`src/rtl/viterbi_pkg.sv`:
```
// viterbi_pkg: shared constants and helpers for the Viterbi decoder front end.
//   SYM_W_DEF / NUM_SYM_DEF : default symbol width and symbols per word
//   MSB_FIRST / LSB_FIRST   : bit-order encodings for serialisers
//   cnt_w(n)                : width of a counter that must hold 0..n
package viterbi_pkg;
    localparam int SYM_W_DEF   = 2;
    localparam int NUM_SYM_DEF = 8;
    localparam bit MSB_FIRST   = 1'b0;
    localparam bit LSB_FIRST   = 1'b1;

    function automatic int cnt_w(input int n);
        return $clog2(n + 1);
    endfunction
endpackage

```
`src/rtl/piso_hold_buf.sv`:
```
// piso_hold_buf: one-entry {data, len, last} holding register with full flag.
//   clk, rst_n    : clock, async active-low reset (clears entry and flag)
//   wr_i          : load data_i/len_i/last_i and mark full
//   rd_i          : release the entry (contents are left in place)
//   full_o        : entry occupied
//   data_o/len_o/last_o : stored entry
module piso_hold_buf
    import viterbi_pkg::*;
#(
    parameter int DATA_W = SYM_W_DEF * NUM_SYM_DEF,
    parameter int CNT_W  = cnt_w(NUM_SYM_DEF)
) (
    input  logic              clk,
    input  logic              rst_n,
    input  logic              wr_i,
    input  logic              rd_i,
    input  logic [DATA_W-1:0] data_i,
    input  logic [CNT_W-1:0]  len_i,
    input  logic              last_i,
    output logic              full_o,
    output logic [DATA_W-1:0] data_o,
    output logic [CNT_W-1:0]  len_o,
    output logic              last_o
);
    logic              full_q, full_d;
    logic [DATA_W-1:0] data_q;
    logic [CNT_W-1:0]  len_q;
    logic              last_q;

    // a write always wins so a same-cycle release and refill keeps the entry
    assign full_d = wr_i | (full_q & ~rd_i);

    always_ff @(posedge clk or negedge rst_n) begin
        if (!rst_n) begin
            full_q <= 1'b0;
            data_q <= '0;
            len_q  <= '0;
            last_q <= 1'b0;
        end else begin
            full_q <= full_d;
            if (wr_i) begin
                data_q <= data_i;
                len_q  <= len_i;
                last_q <= last_i;
            end
        end
    end

    assign full_o = full_q;
    assign data_o = data_q;
    assign len_o  = len_q;
    assign last_o = last_q;
endmodule

```
`src/rtl/piso_stream.sv`:
```
// piso_stream: parallel-in/serial-out converter with hold buffer and backpressure.
//   clk, rst_n                         : clock, async active-low reset
//   in_valid_i/in_ready_o              : input word handshake
//   in_data_i, in_len_i, in_last_i     : word, symbol count (0 or >NUM_SYM = full), frame-last tag
//   sym_o/sym_valid_o/sym_ready_i      : output symbol stream
//   sym_last_o                         : final symbol of a word tagged last
//   busy_o                             : shift stage or hold buffer occupied
module piso_stream
    import viterbi_pkg::*;
#(
    parameter int SYM_W     = SYM_W_DEF,
    parameter int NUM_SYM   = NUM_SYM_DEF,
    parameter bit LSB_FIRST = MSB_FIRST,
    localparam int DATA_W   = SYM_W * NUM_SYM,
    localparam int CNT_W    = cnt_w(NUM_SYM)
) (
    input  logic              clk,
    input  logic              rst_n,
    input  logic              in_valid_i,
    output logic              in_ready_o,
    input  logic [DATA_W-1:0] in_data_i,
    input  logic [CNT_W-1:0]  in_len_i,
    input  logic              in_last_i,
    output logic [SYM_W-1:0]  sym_o,
    output logic              sym_valid_o,
    input  logic              sym_ready_i,
    output logic              sym_last_o,
    output logic              busy_o
);
    localparam logic [CNT_W-1:0] FULL_LEN = CNT_W'(NUM_SYM);

    logic [DATA_W-1:0] data_q, data_d, shifted;
    logic [CNT_W-1:0]  cnt_q, cnt_d, len_n;
    logic              last_q, last_d;
    logic              hold_full, hold_last, hold_wr, hold_rd;
    logic [DATA_W-1:0] hold_data;
    logic [CNT_W-1:0]  hold_len;
    logic              shift_full, consume, final_sym, accept, to_shift;

    assign len_n      = (in_len_i == '0 || in_len_i > FULL_LEN) ? FULL_LEN : in_len_i;
    assign shift_full = cnt_q != '0;
    assign consume    = shift_full & sym_ready_i;
    assign final_sym  = consume & (cnt_q == CNT_W'(1));
    assign accept     = in_valid_i & in_ready_o;
    // straight into the shift stage only if it would otherwise sit empty next cycle
    assign to_shift   = accept & (~shift_full | (final_sym & ~hold_full));
    assign hold_wr    = accept & ~to_shift;
    assign hold_rd    = final_sym & hold_full;
    assign shifted    = LSB_FIRST ? data_q >> SYM_W : data_q << SYM_W;

    piso_hold_buf #(.DATA_W(DATA_W), .CNT_W(CNT_W)) u_hold (
        .clk    (clk),
        .rst_n  (rst_n),
        .wr_i   (hold_wr),
        .rd_i   (hold_rd),
        .data_i (in_data_i),
        .len_i  (len_n),
        .last_i (in_last_i),
        .full_o (hold_full),
        .data_o (hold_data),
        .len_o  (hold_len),
        .last_o (hold_last)
    );

    // an emptied stage is cleared so sym_o idles at 0
    always_comb begin
        data_d = data_q;
        cnt_d  = cnt_q;
        last_d = last_q;
        if (hold_rd) begin
            data_d = hold_data;
            cnt_d  = hold_len;
            last_d = hold_last;
        end else if (to_shift) begin
            data_d = in_data_i;
            cnt_d  = len_n;
            last_d = in_last_i;
        end else if (final_sym) begin
            data_d = '0;
            cnt_d  = '0;
            last_d = 1'b0;
        end else if (consume) begin
            data_d = shifted;
            cnt_d  = cnt_q - CNT_W'(1);
        end
    end

    always_ff @(posedge clk or negedge rst_n) begin
        if (!rst_n) begin
            data_q <= '0;
            cnt_q  <= '0;
            last_q <= 1'b0;
        end else begin
            data_q <= data_d;
            cnt_q  <= cnt_d;
            last_q <= last_d;
        end
    end

    assign sym_o       = LSB_FIRST ? data_q[SYM_W-1:0] : data_q[DATA_W-1 -: SYM_W];
    assign sym_valid_o = shift_full;
    assign sym_last_o  = last_q & (cnt_q == CNT_W'(1));
    assign in_ready_o  = ~hold_full;
    assign busy_o      = shift_full | hold_full;
endmodule

```
`config.mk`:
```
export PLATFORM = sky130hd
export DESIGN_NAME = piso_stream
export DESIGN_NICKNAME = d
export VERILOG_FILES = /design/src/rtl/viterbi_pkg.sv /design/src/rtl/piso_hold_buf.sv /design/src/rtl/piso_stream.sv
export SDC_FILE = /design/constraint.sdc
export NUM_CORES = 1
export LEC_CHECK = 0
export ABC_AREA = 1
export CORE_ASPECT_RATIO = 0.7
export CORE_MARGIN = 2
export CORE_UTILIZATION = 45
export DETAILED_ROUTE_END_ITERATION = 8
export DONT_BUFFER_PORTS = 1
export SYNTH_ARGS = -nofsm -noshare
export SYNTH_HDL_FRONTEND = slang
export SYNTH_SLANG_ARGS = --single-unit
```
`constraint.sdc`:
```
create_clock -name clk -period 2.8 [get_ports clk]
set_input_delay 0.84 -clock clk [delete_from_list [all_inputs] [get_ports clk]]
set_output_delay 0.84 -clock clk [all_outputs]
set_load 0.01 [all_outputs]
```
==> results.yml <==
synthesis:
  yosysMostFrequentCell: "nand2_1"
  synthTopCellsByArea: "dfrtp_1, nand2_1, nand3_1"
  async_flop_share_pct: 100
  yosys.area.top_type: "dfrtp_1"
  syn_inst: 333
  yosysUniqueCellTypes: 22
  netlist_area_sq_um: 2370
  synth_common_cells: "nand2_1, dfrtp_1, nand3_1, inv_1"
  ys_seq_area_share_pct: 45.3
  synth-main-ff-cell: "dfrtp_1"
  syn_nets: 360
  yosys_warnings: 0
  synth_seq_cells: 43
  avgSynthCellArea_sq_um: 7.13
  synth_top_area_share_pct: 45.3
  synth_edf_count: 0
clock_tree:
  htreeDepth: 2
  cts_hold_buf: 0
  clock_latency_ns: 0.29
  cts_root_buf: "clkbuf_8"
  clock-sinks: 43
  cts_inserted_buffers: 5
  clk_pin_slew_ns: 0.08
  ctsResizeCount: 0
  cts_setup_buffers: 0
  cts_tree: "yes"
  clk_path_buf_depth: 2
timing:
  slew_violations: 0
  rsz0062_at_grt: "no"
  fin_setup_tns_ns: 0
  max_freq_mhz: 425
  min_period_ns: 2.35
  hold_viol: 0
  worst_pin_slew_ns: 0.642
  setup_violations: 0
  max_slew_margin_pct: 57.1
  fin_skew_ns: 0.00453
  setup_ws_ns: 0.446
  fin_crit_sh_pct: 84.1
  whs_ns: 0.231
critical_path:
  cp-end-kind: "flop"
  rr_startpoint: "cnt_q[0]$_DFFE_PN0P_"
  cp.required_ns: 2.99
  crit_path_start_kind: "flop"
  arrival_ns: 2.54
  reg2reg_to: "data_q[2]$_DFFE_PN0P_"
  r2r_cells: 10
  path_max_fanout: 20
  reg2reg_slack_ns: 0.45
  crit_type: "flop to flop"
drt:
  post-route-drc-count: 0
  detail-route-antenna-nets: 0
  dr.pass1.iters: 4
  post_drt_wl_per_cell_um: 12.9
  dr_total_vias: 1896
  avgViaCountPerCell: 4.72
  initialDrtViolationCount: 118
  drt_wl_total_um: 5170
global_route:
  grt_antenna_before_repair: 0
  grt_pass1_vias: 1831
  grt_pass1_wl_um: 9050
  grt_usage_pct: 19.7
  grt_start_max_net_pins: 44
  gr-total-overflow: 0
pwr:
  max-vdd-ir-drop_mv: 0.451
  power.total_w: 0.00246
  power_density_nw_per_um2: 988
  power.static_leakage_nw: 1.45
worst_hold_path:
  min_path_type: "input port to asynchronous set/reset pin"
floorplanning:
  die_h_um: 64.8
  io_pins: 31
  design.core.area_sq_um: 5170
  die_area_sq_um: 5880
  die_width_um: 90.8
  rows: 22
  start_util_pct: 45.9
layout:
  syn_to_final_growth_pct: 4.85
  drive_above_1_share_pct: 6.97
  antennaDiodeCount: 0
  n_fill_cell: 564
  nNetsFinal: 357
placed_design:
  port_buffers: 0
  dp_hpwl_um: 3620
  pre_cts_ws_ns: 0.437
  routabilityCongestion: 0.839
status:
  status: "complete, no violations"
flow_run:
  cap_viol_max_count: 0
-- cell type report --
type | instances | area, sq um | area share (%)
Sequential cell | 43 | 1080 | 43.2
Tap cell | 72 | 90.1 | 3.62
Clock buffer | 6 | 82.6 | 3.32
Clock inverter | 1 | 5.00 | 0.201
Timing Repair Buffer | 7 | 52.6 | 2.11
Multi-Input combinational cell | 240 | 1060 | 42.5
Inverter | 33 | 124 | 4.98
-- kinds of logic after synthesis --
logic type	Yosys count	share of synthesized area, %
AND/OR/NAND/NOR	227	39.6
buffers and inverters	50	10.1
flip-flops	43	45.3
AO/OA/AOI/OAI	9	3.22
XOR/XNOR	2	0.738
adder cells (fa/ha/maj)	2	1.05
-- cell usage in the layout (no fill, tap or decap), types with 2 or more instances in the layout --
master	count
xor2_1	2
nor2_1	11
buf_4	7
o211ai_1	3
inv_2	2
o21ai_0	3
nand2_1	174
inv_1	31
nand3_1	37
dfrtp_1	43
clkbuf_8	6
ha_1	2
-- power by group --
group	internal, W	leakage, nW	switching, W
clock network	0.000194	0.0470	0.000206
logic	0.000357	0.848	0.000637
registers	0.000888	0.555	0.000178
-- worst max path at each step --
| stage | slack [ns] | end | start | cells past startpoint |
|---|---|---|---|---|
| floorplan | 1.02 | busy_o | cnt_q[0]$_DFFE_PN0P_ | 5 |
| CTS | 0.41 | data_q[2]$_DFFE_PN0P_ | cnt_q[0]$_DFFE_PN0P_ | 10 |
| global route | 0.21 | data_q[2]$_DFFE_PN0P_ | cnt_q[0]$_DFFE_PN0P_ | 10 |
| global placement | 0.47 | data_q[2]$_DFFE_PN0P_ | cnt_q[0]$_DFFE_PN0P_ | 10 |
| finish | 0.45 | data_q[2]$_DFFE_PN0P_ | cnt_q[0]$_DFFE_PN0P_ | 10 |
| detailed placement | 0.44 | data_q[2]$_DFFE_PN0P_ | cnt_q[0]$_DFFE_PN0P_ | 10 |
-- sequential cells by signal, indices dropped and copies added, names as in the netlist --
name           count
cnt_q              4
data_q            16
u_hold.last_o      1
last_q             1
u_hold.len_o       4
u_hold.data_o     16
u_hold.full_o      1
-- through the flow --
step	cell area [sq um]	utilization [%]	std cells
6_report	2490	48.1	402
5_1_grt	2490	48.1	402
4_1_cts	2490	48.1	402
3_5_place_dp	2400	46.4	395
3_3_place_gp	2400	46.4	395
2_1_floorplan	2370	-	333
-- layer usage --
layer,track usage [%],share of wire (%),wire length [um],up-vias
met5,0,0,0,-
met4,6.63,1.2,64,0
met3,5.00,5.5,286,6
met2,27.8,39,2020,40
met1,29.5,54,2800,848
li1,-,-,-,1002
-- worst max-delay path, stage by stage, from the launching register on --
cell and delay [ns]:
dfrtp_1 0.40, inv_1 0.09, ha_1 0.27, inv_1 0.12, nand4_4 0.28, o21bai_4 0.21
nand2_1 0.40, nand2_1 0.24, nand3_1 0.09, nand2_1 0.08, nand2_1 0.06
No activity file was read; power rests on OpenSTA's default activity.
